<file path="config.mk">
export PLATFORM = sky130hd
export DESIGN_NAME = multi_grant_rr_arb
export DESIGN_NICKNAME = d
export VERILOG_FILES = /design/src/rtl/multi_grant_rr_arb_pkg.sv /design/src/rtl/multi_grant_rr_arb_muxn.sv /design/src/rtl/multi_grant_rr_arb.sv
export SDC_FILE = /design/constraint.sdc
export NUM_CORES = 1
export LEC_CHECK = 0
export ABC_AREA = 1
export CORE_MARGIN = 4
export CORE_UTILIZATION = 27
export DETAILED_ROUTE_END_ITERATION = 7
export SETUP_SLACK_MARGIN = 0.5
export SLEW_MARGIN = 25
export SYNTH_ARGS = -nofsm -noshare
export SYNTH_HDL_FRONTEND = slang
export SYNTH_SLANG_ARGS = --single-unit
</file>
<file path="constraint.sdc">
create_clock -name clk -period 8.49 [get_ports clk]
set_input_delay 1.698 -clock clk [delete_from_list [all_inputs] [get_ports clk]]
set_output_delay 1.698 -clock clk [all_outputs]
set_load 0.02 [all_outputs]
</file>
<file path="src/rtl/multi_grant_rr_arb_pkg.sv">
// -----------------------------------------------------------------------------
// multi_grant_pkg
//   Shared definitions for the multi-grant round-robin arbiter.
//   - Default configuration constants used as parameter defaults by the arbiter.
//   - Index / vector typedefs for the default configuration.
//   - rotate_left / rotate_right: index mapping helpers for rotating WIDTH-entry
//     vectors and data arrays by a fairness pointer (WIDTH is a power of two,
//     so the modulo reduces to a mask).
// -----------------------------------------------------------------------------
package multi_grant_pkg;

    localparam int DEF_WIDTH      = 8;
    localparam int DEF_SIZE       = $clog2(DEF_WIDTH);
    localparam int DEF_DATA_WIDTH = 4;
    localparam int DEF_NUM_GNT    = 3;

    typedef logic [DEF_SIZE-1:0]    src_t;
    typedef logic [DEF_WIDTH-1:0]   req_vec_t;
    typedef logic [DEF_NUM_GNT-1:0] slot_vec_t;

    // Source index that lands at rotated position pos: (pos + amt) mod width.
    function automatic int unsigned rotate_left(input int unsigned pos,
                                                input int unsigned amt,
                                                input int unsigned width);
        return (pos + amt) & (width - 1);
    endfunction

    // Rotated position occupied by source index pos: (pos - amt) mod width.
    function automatic int unsigned rotate_right(input int unsigned pos,
                                                 input int unsigned amt,
                                                 input int unsigned width);
        return (pos + width - amt) & (width - 1);
    endfunction

endpackage

</file>
<file path="src/rtl/multi_grant_rr_arb_muxn.sv">
// -----------------------------------------------------------------------------
// multi_grant_rr_arb_muxn
//   Multi-select priority mux. Scans req_in in priority order (low index first
//   when DIR_L2H != 0, high index first otherwise) and fills up to NUM_SEL
//   compacted output slots with the winners.
// Ports
//   req_in      WIDTH request bits
//   data_in     WIDTH x DATA_WIDTH payloads, entry i at [i*DATA_WIDTH +: DATA_WIDTH]
//   req_sum     number of slots filled (min(popcount(req_in), NUM_SEL))
//   data_out    NUM_SEL x DATA_WIDTH selected payloads, unfilled slots are 0
//   enc_req_out NUM_SEL x SIZE encoded winner index per slot, unfilled slots are 0
//   req_out     NUM_SEL x WIDTH one-hot winner per slot, all-zero when unfilled
// -----------------------------------------------------------------------------
module multi_grant_rr_arb_muxn #(
    parameter int WIDTH      = 8,
    parameter int SIZE       = $clog2(WIDTH),
    parameter int DATA_WIDTH = 4,
    parameter int NUM_SEL    = 3,
    parameter int DIR_L2H    = 1,
    parameter int SUM_W      = $clog2(NUM_SEL + 1)
) (
    input  logic [WIDTH-1:0]              req_in,
    input  logic [WIDTH*DATA_WIDTH-1:0]   data_in,
    output logic [SUM_W-1:0]              req_sum,
    output logic [NUM_SEL*DATA_WIDTH-1:0] data_out,
    output logic [NUM_SEL*SIZE-1:0]       enc_req_out,
    output logic [NUM_SEL*WIDTH-1:0]      req_out
);

    // Present the inputs in scan order so the selection loop always walks
    // upward; the direction is folded back in when recording the winner.
    logic [WIDTH-1:0]      scan_req;
    logic [DATA_WIDTH-1:0] scan_data [WIDTH];

    always_comb begin
        for (int i = 0; i < WIDTH; i++) begin
            if (DIR_L2H != 0) begin
                scan_req[i]  = req_in[i];
                scan_data[i] = data_in[i*DATA_WIDTH +: DATA_WIDTH];
            end else begin
                scan_req[i]  = req_in[WIDTH-1-i];
                scan_data[i] = data_in[(WIDTH-1-i)*DATA_WIDTH +: DATA_WIDTH];
            end
        end
    end

    // Slot j takes the first remaining request; the winner is removed before
    // slot j+1 scans, which yields thermometer-compacted slots.
    always_comb begin
        logic [WIDTH-1:0] remaining;
        logic             found;
        remaining   = scan_req;
        found       = 1'b0;
        req_sum     = '0;
        data_out    = '0;
        enc_req_out = '0;
        req_out     = '0;
        for (int j = 0; j < NUM_SEL; j++) begin
            found = 1'b0;
            for (int i = 0; i < WIDTH; i++) begin
                if (!found && remaining[i]) begin
                    found        = 1'b1;
                    remaining[i] = 1'b0;
                    data_out[j*DATA_WIDTH +: DATA_WIDTH] = scan_data[i];
                    if (DIR_L2H != 0) begin
                        enc_req_out[j*SIZE +: SIZE] = SIZE'(i);
                        req_out[j*WIDTH + i]        = 1'b1;
                    end else begin
                        enc_req_out[j*SIZE +: SIZE]     = SIZE'(WIDTH - 1 - i);
                        req_out[j*WIDTH + WIDTH - 1 - i] = 1'b1;
                    end
                end
            end
            if (found) begin
                req_sum = req_sum + SUM_W'(1);
            end
        end
    end

endmodule

</file>
<file path="src/rtl/multi_grant_rr_arb.sv">
// -----------------------------------------------------------------------------
// multi_grant_rr_arb
//   Round-robin scheduler granting up to NUM_GNT of WIDTH valid/ready requesters
//   per cycle and registering the winners into one compacted output bundle.
//   Requests are rotated by a fairness pointer so the muxN priority scan starts
//   at ptr; the encoded winners are un-rotated back to requester indices. After
//   each load the pointer moves just past the last granted requester, which
//   bounds the wait of any continuously valid requester.
// Ports
//   clk        clock, rising edge
//   rst_n      synchronous active-low reset
//   req_valid  WIDTH request valids
//   req_data   WIDTH x DATA_WIDTH payloads, requester i at [i*DATA_WIDTH +: DATA_WIDTH]
//   req_ready  WIDTH, requester i's payload is taken this cycle
//   out_valid  NUM_GNT slot valids, thermometer from slot 0
//   out_data   NUM_GNT x DATA_WIDTH slot payloads
//   out_src    NUM_GNT x SIZE requester index per slot
//   out_ready  consumer takes the whole bundle
// -----------------------------------------------------------------------------
module multi_grant_rr_arb
    import multi_grant_pkg::*;
#(
    parameter int WIDTH      = DEF_WIDTH,
    parameter int SIZE       = $clog2(WIDTH),
    parameter int DATA_WIDTH = DEF_DATA_WIDTH,
    parameter int NUM_GNT    = DEF_NUM_GNT
) (
    input  logic                          clk,
    input  logic                          rst_n,
    input  logic [WIDTH-1:0]              req_valid,
    input  logic [WIDTH*DATA_WIDTH-1:0]   req_data,
    output logic [WIDTH-1:0]              req_ready,
    output logic [NUM_GNT-1:0]            out_valid,
    output logic [NUM_GNT*DATA_WIDTH-1:0] out_data,
    output logic [NUM_GNT*SIZE-1:0]       out_src,
    input  logic                          out_ready
);

    localparam int SUM_W = $clog2(NUM_GNT + 1);

    typedef logic [SIZE-1:0] idx_t;

    logic [SIZE-1:0]               ptr_q, ptr_d;
    logic [NUM_GNT-1:0]            out_valid_q, out_valid_d;
    logic [NUM_GNT*DATA_WIDTH-1:0] out_data_q, out_data_d;
    logic [NUM_GNT*SIZE-1:0]       out_src_q, out_src_d;

    logic [DATA_WIDTH-1:0]         req_data_a [WIDTH];
    logic [WIDTH-1:0]              rot_req;
    logic [WIDTH*DATA_WIDTH-1:0]   rot_data;

    logic [SUM_W-1:0]              mux_sum;
    logic [NUM_GNT*DATA_WIDTH-1:0] mux_data;
    logic [NUM_GNT*SIZE-1:0]       mux_enc;
    logic [NUM_GNT*WIDTH-1:0]      mux_req;

    logic [NUM_GNT-1:0]            slot_vld;
    logic [NUM_GNT*SIZE-1:0]       pick_src;
    logic [WIDTH-1:0]              rot_pick;
    logic [WIDTH-1:0]              pick_mask;
    idx_t                          last_src;
    logic                          load;

    always_comb begin
        for (int k = 0; k < WIDTH; k++) begin
            req_data_a[k] = req_data[k*DATA_WIDTH +: DATA_WIDTH];
        end
    end

    // Rotated position k holds requester (k + ptr) mod WIDTH, so position 0
    // is the highest-priority requester.
    always_comb begin
        idx_t s;
        s        = '0;
        rot_req  = '0;
        rot_data = '0;
        for (int k = 0; k < WIDTH; k++) begin
            s          = idx_t'(rotate_left(k, 32'(ptr_q), WIDTH));
            rot_req[k] = req_valid[s];
            rot_data[k*DATA_WIDTH +: DATA_WIDTH] = req_data_a[s];
        end
    end

    multi_grant_rr_arb_muxn #(
        .WIDTH      (WIDTH),
        .SIZE       (SIZE),
        .DATA_WIDTH (DATA_WIDTH),
        .NUM_SEL    (NUM_GNT),
        .DIR_L2H    (1),
        .SUM_W      (SUM_W)
    ) u_muxn (
        .req_in      (rot_req),
        .data_in     (rot_data),
        .req_sum     (mux_sum),
        .data_out    (mux_data),
        .enc_req_out (mux_enc),
        .req_out     (mux_req)
    );

    // Per-slot bookkeeping: slot validity, un-rotated source index (natural
    // SIZE-bit wrap), union of rotated winners, and the source of the last
    // filled slot (slot req_sum-1) that drives the pointer update.
    always_comb begin
        slot_vld = '0;
        pick_src = '0;
        rot_pick = '0;
        last_src = '0;
        for (int j = 0; j < NUM_GNT; j++) begin
            slot_vld[j] = |mux_req[j*WIDTH +: WIDTH];
            if (slot_vld[j]) begin
                rot_pick                 = rot_pick | mux_req[j*WIDTH +: WIDTH];
                pick_src[j*SIZE +: SIZE] = mux_enc[j*SIZE +: SIZE] + ptr_q;
                if (SUM_W'(j + 1) == mux_sum) begin
                    last_src = mux_enc[j*SIZE +: SIZE] + ptr_q;
                end
            end
        end
    end

    // Un-rotate the winner set back to requester indices.
    always_comb begin
        idx_t s;
        s         = '0;
        pick_mask = '0;
        for (int i = 0; i < WIDTH; i++) begin
            s            = idx_t'(rotate_right(i, 32'(ptr_q), WIDTH));
            pick_mask[i] = rot_pick[s];
        end
    end

    // rst_n gating keeps req_ready low for the whole reset cycle, even if a
    // bundle was still registered when reset was asserted.
    assign load      = rst_n && (|req_valid) && ((out_valid_q == '0) || out_ready);
    assign req_ready = {WIDTH{load}} & pick_mask;

    always_comb begin
        ptr_d       = ptr_q;
        out_valid_d = out_valid_q;
        out_data_d  = out_data_q;
        out_src_d   = out_src_q;
        if (load) begin
            ptr_d       = last_src + idx_t'(1);
            out_valid_d = slot_vld;
            out_data_d  = mux_data;
            out_src_d   = pick_src;
        end else if (out_ready) begin
            // Bundle consumed with nothing to replace it; payload fields hold.
            out_valid_d = '0;
        end
    end

    always_ff @(posedge clk) begin
        if (!rst_n) begin
            ptr_q       <= '0;
            out_valid_q <= '0;
            out_data_q  <= '0;
            out_src_q   <= '0;
        end else begin
            ptr_q       <= ptr_d;
            out_valid_q <= out_valid_d;
            out_data_q  <= out_data_d;
            out_src_q   <= out_src_d;
        end
    end

    assign out_valid = out_valid_q;
    assign out_data  = out_data_q;
    assign out_src   = out_src_q;

endmodule

</file>
After elaboration in Yosys (flattened, before gate mapping)
Cells that the tools add are included.
{"block": "op_classes", "n_addsub": 21, "n_mul": 0, "n_div": 0, "magnitude_cmp": 24, "n_eq_ne": 3, "shifts": 0, "n_mux": 166, "bitwise_logic": 11, "n_reduce_logical": 45}
{"op": "$mux W4", "n": 37}
{"op": "$bmux W4 S3", "n": 8}
{"op": "$mux W3", "n": 23}
{"op": "$mux W1", "n": 68}
{"op": "$lt A3 B4 Y1 const B", "n": 16}
{"op": "$bmux W1 S3", "n": 16}
{"op": "$ge A4 B4 Y1 const B", "n": 8}
{"op": "$not A3 Y4", "n": 8}
{"op": "$mux W8", "n": 3}
{"op": "$mux W2", "n": 11}
{"op": "$logic_and A1 B1 Y1", "n": 20}
{"op": "$logic_not A1 Y1", "n": 18}
{"op": "$or A8 B8 Y8", "n": 2}
{"op": "$reduce_or A8 Y1", "n": 2}
{"op": "$add A3 B3 Y3 const A", "n": 4}
{"op": "$sub A3 B3 Y3 const A", "n": 4}
{"op": "$add A3 B3 Y3", "n": 3}
{"op": "$and A8 B8 Y8", "n": 1}
{"op": "$reduce_or A7 Y1", "n": 1}
{"op": "$add A2 B3 Y3 const A", "n": 2}
{"op": "$reduce_or A6 Y1", "n": 1}
{"op": "$sub A1 B3 Y3 const A", "n": 2}
{"op": "$sub A2 B3 Y3 const A", "n": 2}
{"op": "$eq A2 B2 Y1 const A", "n": 2}
{"op": "other kinds (8)", "n": 8}
{"block": "totals", "regBits": 27, "latch_bits": 0, "mem_bits_rw": 0, "romBits": 0, "input_bits": 43, "output_inout_bits": 32, "wordCells": 274, "mem_count": 0}

Depth between registers and ports, before layout
Gate-level depths: netlist (run 1).
{"block": "depth", "ltp_word": 37, "depth_mapped": 33, "depth_no_buf": 30}

By module
Synthesis (run 1) repeated with hierarchy kept, for this count alone.
{"block": "hier_totals", "hier_cells": 837, "area_unflattened_um2": 4365.4}
{"mod": "multi_grant_rr_arb", "n_inst": 1, "cells_each": 589, "area_per_inst_um2": 3140.5, "seq_area_each_um2": 540.5}
{"mod": "multi_grant_rr_arb_muxn", "n_inst": 1, "cells_each": 248, "area_per_inst_um2": 1224.9, "seq_area_each_um2": 0.0}

Worst setup path after synthesis (run 1)
No wires, ideal clock.
{"block": "synth_path", "path_type": "in2out", "startpoint": "input req_valid[2]", "endpoint": "output req_ready[7]", "t_arrival_ns": 3.506, "required_ns": 6.792, "setup_slack_ns": 3.286, "path_stages": 19, "n_path_buf": 0, "path_cell_list": "nand2_1 nand3_1 nand2_1 nand2_1 nand2_2 nand2_4 a21oi_4 nand2_4 nand2_2 nand2_1 nor2_1 inv_1 nand3_1 nand2_1 o21ai_0 o21ai_1 nand2_1 nand2_1 inv_1"}
{"block": "synth_between", "elab_chain_cells": 33, "elab_cells_between_ends": 115, "classes_between": "70 x mux; 3 x bitwise; 42 x reduce/logical"}
{"item": "start: declaration", "line_no": "multi_grant_rr_arb.sv:30", "text": "input logic [WIDTH-1:0] req_valid,"}
{"item": "$bmux W1 S3", "line_no": "multi_grant_rr_arb.sv:79", "text": "rot_req[k] = req_valid[s];"}
{"item": "$mux W1 (not written as such)", "line_no": "multi_grant_rr_arb.sv:79"}
{"item": "$mux W1", "line_no": "multi_grant_rr_arb_muxn.sv:61", "text": "if (!found && remaining[i]) begin"}
{"item": "$logic_not A1 Y1", "line_no": "multi_grant_rr_arb_muxn.sv:61"}
{"item": "$logic_and A1 B1 Y1", "line_no": "multi_grant_rr_arb_muxn.sv:61"}
{"item": "$mux W1", "line_no": "multi_grant_rr_arb_muxn.sv:61"}
{"item": "$logic_not A1 Y1", "line_no": "multi_grant_rr_arb_muxn.sv:61"}
{"item": "$logic_and A1 B1 Y1", "line_no": "multi_grant_rr_arb_muxn.sv:61"}
{"item": "[... 17 more ...]"}
{"item": "$mux W8, or another cell as far along", "line_no": "multi_grant_rr_arb.sv:110", "text": "if (slot_vld[j]) begin"}
{"item": "$or A8 B8 Y8, or another cell as far along", "line_no": "multi_grant_rr_arb.sv:111", "text": "rot_pick = rot_pick | mux_req[j*WIDTH +: WIDTH];"}
{"item": "$mux W8 or $mux W1 (tied branches)", "line_no": "multi_grant_rr_arb.sv:110, multi_grant_rr_arb_muxn.sv:61"}
{"item": "$or A8 B8 Y8 or $reduce_or A6 Y1 (tied branches)", "line_no": "multi_grant_rr_arb.sv:111, multi_grant_rr_arb.sv:109"}
{"item": "$mux W8", "line_no": "multi_grant_rr_arb.sv:110"}
{"item": "$bmux W1 S3", "line_no": "multi_grant_rr_arb.sv:127", "text": "pick_mask[i] = rot_pick[s];"}
{"item": "$mux W1 (not written as such)", "line_no": "multi_grant_rr_arb.sv:127"}
{"item": "$and A8 B8 Y8 *", "line_no": "multi_grant_rr_arb.sv:134", "text": "assign req_ready = {WIDTH{load}} & pick_mask;"}
{"item": "end: declaration", "line_no": "multi_grant_rr_arb.sv:32", "text": "output logic [WIDTH-1:0] req_ready,"}
Every way passes the cells marked *; elsewhere a longest branch is shown, timed or not. The select of a mux whose other input is x is not followed.

Worst setup path in the final report (run 1)
{"block": "layout_path", "startpoint": "input req_valid[3]", "endpoint": "output req_ready[4]"}
The elaborated chain is that of the path after synthesis.

==> out/results.tsv, run 1 <==
metric	value	unit
status	complete, no violations	
routed vias	5031	
Crit path top cell by count	nand2_1	
worst skew pair latency	0.26	ns
Register Area	541.8	sq um
die width	132.6	um
flop2flop setup slack	3.73	ns
family with the most delay on the worst path	buffers and inverters	
hold path cells	2	
adder-cell share of the synthesized area	3.819	%
simple logic cell fraction of the synthesized area	47.20	%
Crit path required time	6.79	ns
ys async rst share	0	%
Clock transition at path regs	0.06	ns
CTS tree	done	
Netlist Area Pre-Place	0.004194	sq mm
fill count	1711	
largest net degree at the start of global routing	50	
CP cell instances	clkdlybuf4s50_1, nand2_1, nand3_1, nand3_1, nand2_1, nor2_2, nand4_2, nor2_1, nand2_1, nor2_2, inv_1, nand3_1, buf_4, a21oi_1, nand2_1, inv_1, clkdlybuf4s50_1	
worst-margin pin slew	0.8524	ns
DIE AREA	0.01759	sq mm
Final Hold Viols	0	
dpl hpwl	12060	um
Yosys top cell area share	24.43	%
worst-path maximum fanout	17	
DRT Pass-1 Iters	5	
crit start category	input port	
xor/xnor cell area share of the yosys netlist	1.700	%
reg2reg end	ptr_q[2]	
final setup violation count	0	
Layout area overhead	22.67	%
Synth area leaders	nand2_1 24%, dfxtp_1 13%, o21ai_0 12%, nand3_1 7.8%, inv_1 6.8%	
Cells after Synth	768	
clock buffer depth	2	
Worst Path Class, Setup	in -> out	
Post-synth EDFFs	0	
Compound-Gate Fraction of Synth Area	22.08	%
critical path's largest stage delay	0.60	ns
HP Start	out_src[0]	
setup bufs post-CTS	0	
H-tree depth	1	
cell row count	45	
final wirelength	14720	um
r2r worst-path depth	25	
WHS	0.4735	ns
Root Driver	clkbuf_16	
GRT Overall Usage	16.56	%
Synth Net Count	822	
# diodes	0	
RSZ-0062 raised after global routing	false	
predominant post-synthesis flop cell	dfxtp_1	
Worst slew margin	42.99	%
setup TNS	0	ns
combined area of the multi-input logic cells	0.003137	sq mm
I/O pin cnt	75	
WP buf/inv	5	
# Max-Cap Violations	0	
share of cells above drive strength 1	9.890	%
Iter 0 DRT Violations	321	
# clock sinks	27	
worst-path cell with the longest stage delay	clkdlybuf4s50_1	
syn avg cell area	5.461	sq um
Reg2Reg Launch Point	ptr_q[1]	
CTS Buf Count	3	
max-slew violation count	0	
Tmin final	6.728	ns
Initial Util	27.59	%
Chip Height	132.6	um
global-route wire length before repair	24320	um
mux contribution to synthesized area	0	%
YS warnings	0	
largest family of logic cells by synthesized area	simple AND/OR/NAND/NOR gates	
drt wl/cell	14.61	um
vias in the first global route	4881	
Buffers on Ports	74	
global route total overflow	0	
period utilisation layout	79.24	%
post_cts resized	0	
# DRC	0	
routability cong.	0.9909	
Routed Antenna Nets	0	
CP arrival	5.03	ns
initial antenna violation count	0	
Fmax achieved	148.6	MHz
Crit. End Element	output pin	
skew final	0.001874	ns
sequential fraction of the synthesis area	12.89	%
Core Area	0.01520	sq mm
Worst Hold End	out_src[0]	
Unique masters post-synth	47	
worst min path class	reg -> reg	
Vias/cell	4.996	
# hold bufs at CTS	0	
number of nets in the layout	874	
post-synthesis sequential element count	27	
post-synth top area cell	nand2_1	
worst min-delay path, stage by stage (launching register included):
cell and delay, ns:
dfxtp_1 0.31, nand3_1 0.07, nand2_1 0.04
Yosys cell counts, types with 6 or more instances:
cell type / instances
nand2_1: 273
o21ai_0: 99
inv_1: 76
nand3_1: 65
nor2_1: 35
dfxtp_1: 27
nand2_2: 22
a21oi_1: 19
clkbuf_1: 19
inv_2: 16
buf_2: 9
o21ai_1: 9
o221ai_1: 9
ha_1: 8
a41oi_1: 7
nor2_2: 7
o22ai_1: 6
metrics by stage:
step	utilization [%]	setup slack, ns	std cells	cell area (sq um)
CTS	33.84	1.758	1007	5145
detailed placement	33.33	1.757	1003	5066
finish	33.84	1.762	1007	5145
floorplan	-	3.286	768	4194
global placement	33.33	1.772	1003	5066
global route	33.84	1.369	1007	5145
cell usage in the layout (no fill, tap or decap), types with 2 or more instances in the layout:
| cell type | count |
|---|---|
| nand2_1 | 273 |
| o21ai_0 | 99 |
| inv_1 | 76 |
| clkdlybuf4s50_1 | 74 |
| nand3_1 | 65 |
| nor2_1 | 35 |
| dfxtp_1 | 26 |
| nand2_2 | 22 |
| a21oi_1 | 19 |
| inv_2 | 16 |
| o21ai_1 | 9 |
| o221ai_1 | 9 |
| ha_1 | 8 |
| buf_4 | 8 |
| nor2_2 | 7 |
| a41oi_1 | 7 |
| o22ai_1 | 6 |
| nand3_2 | 5 |
| nand2_4 | 5 |
| a31oi_1 | 5 |
| nand4_1 | 4 |
| nor2_4 | 4 |
| xnor2_1 | 3 |
| a221oi_1 | 3 |
| fa_1 | 3 |
| clkbuf_16 | 3 |
| nor2_8 | 2 |
| nor3_1 | 2 |
| o21a_1 | 2 |
| xor2_1 | 2 |
sequential cells by signal, summed over array words and instances (netlist names):
name,count
out_data,12
out_src,9
out_valid,3
ptr_q,3
per-layer routing:
layer / vias up / GRT usage, % / wire length [um]
li1: 2607 / - / -
met1: 2281 / 20.12 / 6373
met5: - / 0 / 0
met3: 22 / 1.369 / 530
met4: 0 / 3.580 / 314
met2: 121 / 31.57 / 7498
final cells by class:
type                       count  area share (%)
tap                          188           4.572
timing repair buffer          82           15.56
clock buffer                   4           1.532
sequential                    27           10.53
multi-input combinational    613           60.97
inverter                      93           6.834
kinds of logic after synthesis:
| family | Yosys count |
|---|---|
| AOI/OAI and AO/OA | 163 |
| xor gates and xnor gates | 6 |
| adders and majority gates | 11 |
| buffers and inverters | 128 |
| DFF | 27 |
| and+or+nand+nor | 433 |
how the worst max path moves through the flow:
stage / startpoint / to / slack (ns) / cells past startpoint
after global placement: req_valid[2] / req_ready[0] / 1.77 / 23
after detailed placement: req_valid[3] / req_ready[6] / 1.76 / 17
final: req_valid[3] / req_ready[4] / 1.76 / 17
after CTS: req_valid[3] / req_ready[4] / 1.76 / 17
after global routing: req_valid[6] / req_ready[4] / 1.37 / 23
after floorplan: req_valid[2] / req_ready[7] / 3.29 / 19
Power of run 1 is not shown: default switching activity piles up to over one toggle a cycle in this logic, so the estimate is an artifact.
==> run 2: changes to the inputs <==
Clock period 8.49 ns to 5.86 ns, I/O delays scaled along.
==> run 2 against run 1 <==
Net effect: final cell count is 1.8% higher; hold slack worse by 0.0055 ns; clock-buffer cell count stayed put; die area stayed put; sequential share of layout area is 0.31 points lower; clock skew is 0.0028 ns higher; setup slack worse by 1.1 ns; via count is 0.12% higher; design area is 3.1% higher; sequential cell count stayed put; critical path type unchanged; critical endpoint is now req_ready[0].
==> out/results.tsv, run 2 (synthesis results as in run 1) <==
metric	value	unit	change
Tmin final	5.172	ns	
max-slew violation count	0		unchanged
CP cell instances	clkdlybuf4s50_1, nand2_1, nand3_2, nand2_1, nand2_2, nand2_4, nor2_4, buf_4, a21oi_4, nand2_4, nor2_8, nand2_2, nand2_2, nor2_2, nor3_1, nand2_1, o21ai_2, nand2_1, o21ai_1, nand2_1, nand2_1, inv_1, dlygate4sd2_1		
routing usage on met2	29.50	%	-2.1 points
Final Hold Viols	0		unchanged
Worst Path Class, Setup	in -> out		
Routed Antenna Nets	0		unchanged
worst-path maximum fanout	4		-13
vias in the first global route	4852		-0.59%
family with the most delay on the worst path	simple AND/OR/NAND/NOR gates		
met3 Use GR	1.939	%	+0.57 points
routability cong.	0.9774		-1.4%
Initial Util	27.59	%	unchanged
max FFs per register	12		unchanged
H-tree depth	1		unchanged
Worst slew margin	52.65	%	+9.7 points
DIE AREA	0.01759	sq mm	unchanged
largest net degree at the start of global routing	50		unchanged
CP arrival	4.00	ns	-1.03 ns
number of nets in the layout	892		+2.1%
cell row count	45		unchanged
setup TNS	0	ns	unchanged
commonest non-fill, non-tap cell in the layout	nand2_1		
initial antenna violation count	0		unchanged
global routing's busiest layer	met2		
Crit path required time	4.69	ns	-2.10 ns
# diodes	0		unchanged
fill count	1753		+2.5%
routed vias	5037		+0.12%
# hold bufs at CTS	0		unchanged
Place WS	0.3296	ns	-1.427 ns
die width	132.6	um	unchanged
Root Driver	clkbuf_16		
flop2flop setup slack	1.49	ns	-2.24 ns
drt wl/cell	14.20	um	-2.9%
I/O pin cnt	75		unchanged
combined area of the multi-input logic cells	0.003196	sq mm	+1.9%
final non-filler cell total	1025		+1.8%
Chip Height	132.6	um	unchanged
Vias/cell	4.914		-1.6%
period utilisation layout	88.26	%	
Buffers on Ports	74		unchanged
# clock sinks	27		unchanged
GRT Overall Usage	16.39	%	-0.17 points
worst-margin pin slew	0.7093	ns	-0.1431 ns
commonest non-fill, non-tap cells in the layout	271 x nand2_1, 97 x o21ai_0, 76 x inv_1, 66 x clkdlybuf4s50_1, 61 x nand3_1		
Crit path top cell by count	nand2_1		
WP buf/inv	4		-1
Layout area overhead	26.43	%	
Register Area	541.8	sq um	unchanged
# Max-Cap Violations	0		unchanged
placed cell count	1015		+1.2%
DRT Pass-1 Iters	5		unchanged
worst skew pair latency	0.26	ns	about the same
Clock transition at path regs	0.07	ns	about the same
RSZ-0062 raised after global routing	true		
worst min path class	reg -> reg		
status	complete, no violations		
Core Area	0.01520	sq mm	unchanged
critical path's largest stage delay	0.42	ns	-0.18 ns
crit start category	input port		
# DRC	0		unchanged
clock buffer depth	2		unchanged
Fmax achieved	193.4	MHz	
CTS tree	done		
PnR worst setup slack	0.6881	ns	-1.074 ns
grt met1 use	20.51	%	+0.39 points
CTS Buf Count	3		unchanged
worst-path cell with the longest stage delay	clkdlybuf4s50_1		
dpl hpwl	11930	um	-1.0%
final wirelength	14550	um	-1.1%
global route total overflow	0		unchanged
final setup violation count	0		unchanged
Iter 0 DRT Violations	297		-7.5%
WHS	0.4680	ns	-0.005467 ns
skew final	0.004696	ns	+0.002823 ns
global-route wire length before repair	24000	um	-1.3%
Crit. End Element	output pin		
share of cells above drive strength 1	13.74	%	+3.8 points
==> run 2: final cells by class <==
type / instances / area share (%)
multi-input cells: 613 / 60.26
repair buffers: 100 / 16.97
flip-flops and latches: 27 / 10.22
inverters: 93 / 6.630
well taps: 188 / 4.436
clock buffers: 4 / 1.487
==> run 2: stage by stage <==
stage	util, %	area [sq um]
2_1_floorplan	-	4194
5_1_grt	34.88	5303
3_5_place_dp	33.92	5156
4_1_cts	34.52	5248
3_3_place_gp	33.92	5156
6_report	34.88	5303
==> run 2: final timing paths <==
path / startpoint / endpoint / cells past startpoint
setup / recovery: req_valid[7] / req_ready[0] / 23
hold / removal: out_src[2] / out_src[2] / 2
setup reg to reg: ptr_q[1] / ptr_q[2] / 26
hold reg to reg: out_src[2] / out_src[2] / 2
==> run 2: layer usage <==
metal	share of wire (%)	wire, um	up-vias
li1	-	-	2641
met1	44	6443	2270
met2	50	7233	94
met3	3.2	460	32
met4	2.8	414	0
met5	0	0	-
==> run 2: worst register-to-register path: cells and delay by family, from the launching register on <==
family	cells	cell delay, ns
buffers and inverters	5	0.72
AND/OR/NAND/NOR	17	1.68
adder cells (fa/ha/maj)	2	0.60
XOR/XNOR	2	0.64
flip-flops	1	0.63
==> run 2: repair_timing <==
item	4_1_cts	5_1_grt
setup buffers	1	5
endpoints found under the setup margin	8	8
pin swaps	2	9
gates resized for setup	12	25
gates cloned	0	0
Power of run 2 is left out for the same reason.
==> run 3: changes to the inputs <==
--- a/config.mk
+++ b/config.mk
@@ -8,2 +8,4 @@
 export ABC_AREA = 1
+export ABC_CLOCK_PERIOD_IN_PS = 5860
+export CAP_MARGIN = 20
 export CORE_MARGIN = 4
--- a/constraint.sdc
+++ b/constraint.sdc
@@ -3,2 +3,2 @@
 set_output_delay 1.172 -clock clk [all_outputs]
-set_load 0.02 [all_outputs]
+set_load 0.1 [all_outputs]
==> run 3 against run 2 <==
Net effect: global-route usage is 0.36 points lower; largest cell class unchanged; utilization is essentially flat; via count up 1.1%; first-iteration DRC count decreased by 8.1%; clock-buffer cell count decreased by 1; routed wire length fell by 0.27%; critical path depth fell by 4.
==> out/results.tsv, run 3 (synthesis results as in run 1) <==
metric	value	unit	change
status	complete, no violations		
family with the most delay on the worst path	simple AND/OR/NAND/NOR gates		
share of cells above drive strength 1	12.38	%	-1.4 points
DRT Pass-1 Iters	5		unchanged
HP Start	out_src[0]		
# DRC	0		unchanged
Worst slew margin	33.97	%	-19 points
Crit. End Element	output pin		
CP arrival	3.97	ns	-0.03 ns
Buffers on Ports	74		unchanged
Placed Area	0.005169	sq mm	+0.24%
CP cell instances	clkdlybuf4s50_1, nand2_1, nand3_1, nand2_1, nand2_1, nand2_4, nor2_4, inv_2, nor2_4, nor2_1, inv_1, nand3_1, nand2_1, o21ai_0, o21ai_0, a21oi_1, nand2_1, inv_1, buf_12		
Core Area	0.01520	sq mm	unchanged
Iter 0 DRT Violations	273		-8.1%
PnR worst setup slack	0.7202	ns	+0.03210 ns
clock buffer depth	2		unchanged
WHS	0.4612	ns	-0.006788 ns
global route total overflow	0		unchanged
Routed Antenna Nets	0		unchanged
period utilisation layout	87.71	%	-0.55 points
CTS Buf Count	3		unchanged
Chip Height	132.6	um	unchanged
Fmax achieved	194.6	MHz	+0.62%
setup TNS	0	ns	unchanged
max FFs per register	12		unchanged
Reg2Reg Launch Point	ptr_q[2]		
Worst Hold End	out_src[0]		
fill count	1729		-1.4%
vias in the first global route	4813		-0.80%
Worst Path Class, Setup	in -> out		
H-tree depth	1		unchanged
fin area	0.005296	sq mm	-0.12%
Crit path top cell by count	nand2_1		
Place WS	0.6574	ns	+0.3278 ns
final setup violation count	0		unchanged
commonest non-fill, non-tap cells in the layout	271 x nand2_1, 97 x o21ai_0, 76 x inv_1, 66 x clkdlybuf4s50_1, 64 x nand3_1		
Clock transition at path regs	0.07	ns	about the same
Crit path required time	4.69	ns	about the same
commonest non-fill, non-tap cell in the layout	nand2_1		
# clock sinks	27		unchanged
WP buf/inv	5		+1
initial antenna violation count	0		unchanged
worst-path cell with the longest stage delay	clkdlybuf4s50_1		
Initial Util	27.59	%	unchanged
drt wl/cell	14.34	um	+1.0%
worst min path class	reg -> reg		
GRT Overall Usage	16.03	%	-0.36 points
cell row count	45		unchanged
I/O pin cnt	75		unchanged
# hold bufs at CTS	0		unchanged
dpl hpwl	11680	um	-2.1%
reg2reg end	ptr_q[2]		
routed vias	5092		+1.1%
skew final	0.004861	ns	+0.0001643 ns
RSZ-0062 raised after global routing	true		
flop2flop setup slack	1.44	ns	-0.05 ns
worst-path maximum fanout	7		+3
Vias/cell	5.032		+2.4%
# Max-Cap Violations	0		unchanged
hold path cells	2		unchanged
max-slew violation count	0		unchanged
CTS tree	done		
Final Hold Viols	0		unchanged
crit start category	input port		
die width	132.6	um	unchanged
global-route wire length before repair	23490	um	-2.1%
DIE AREA	0.01759	sq mm	unchanged
largest net degree at the start of global routing	50		unchanged
number of nets in the layout	879		-1.5%
worst skew pair latency	0.26	ns	about the same
r2r worst-path depth	24		-7.7%
# diodes	0		unchanged
Layout area overhead	26.28	%	
Root Driver	clkbuf_16		
worst-margin pin slew	0.9874	ns	+0.2780 ns
routability cong.	0.9850		+0.78%
final wirelength	14510	um	-0.27%
Tmin final	5.140	ns	-0.03210 ns
critical path's largest stage delay	0.49	ns	+0.07 ns
## run 3: layout make-up
type	count	area [sq um]	area share [%]
multi-input combinational	613	3167	59.79
sequential	27	541.8	10.23
clock inverter	1	5.005	0.09450
inverter	93	354.1	6.686
tap	188	235.2	4.441
timing repair buffer	87	918.4	17.34
clock buffer	3	75.07	1.417
## run 3: worst reg2reg max path: cells and delay by family, from the launching register on
kind / cells / cell delay [ns]
simple gates: 12 / 1.16
flops: 1 / 0.74
xor+xnor: 1 / 0.46
buf+inv: 7 / 0.86
compound gates: 1 / 0.20
fa+ha+maj: 3 / 0.90
## run 3: what timing repair did
action                     CTS  global route
resized for setup            0            12
buffers inserted             0             2
setup endpoints to repair    0             8
## run 3: routing by layer
layer / GRT usage (%) / wire length (um)
met1: 19.40 / 6278
met2: 29.89 / 7227
met3: 1.559 / 532
met4: 4.677 / 474
met5: 0 / 0
## run 3: worst max path at each step
stage	start	end	slack (ns)	cells after the start
6_report	req_valid[3]	req_ready[0]	0.72	19
5_1_grt	req_valid[2]	req_ready[1]	0.46	22
4_1_cts	req_valid[3]	req_ready[1]	0.65	20
3_5_place_dp	req_valid[3]	req_ready[1]	0.66	20
2_1_floorplan	ptr_q[0]	req_ready[7]	0.81	25
3_3_place_gp	req_valid[3]	req_ready[1]	0.66	20
## run 3: metrics by stage
step           std cells  utilization, %
3_3_place_gp        1006           34.00
6_report            1012           34.84
2_1_floorplan        768               -
3_5_place_dp        1006           34.00
4_1_cts             1010           34.53
5_1_grt             1012           34.84
Power of run 3 is left out for the same reason.
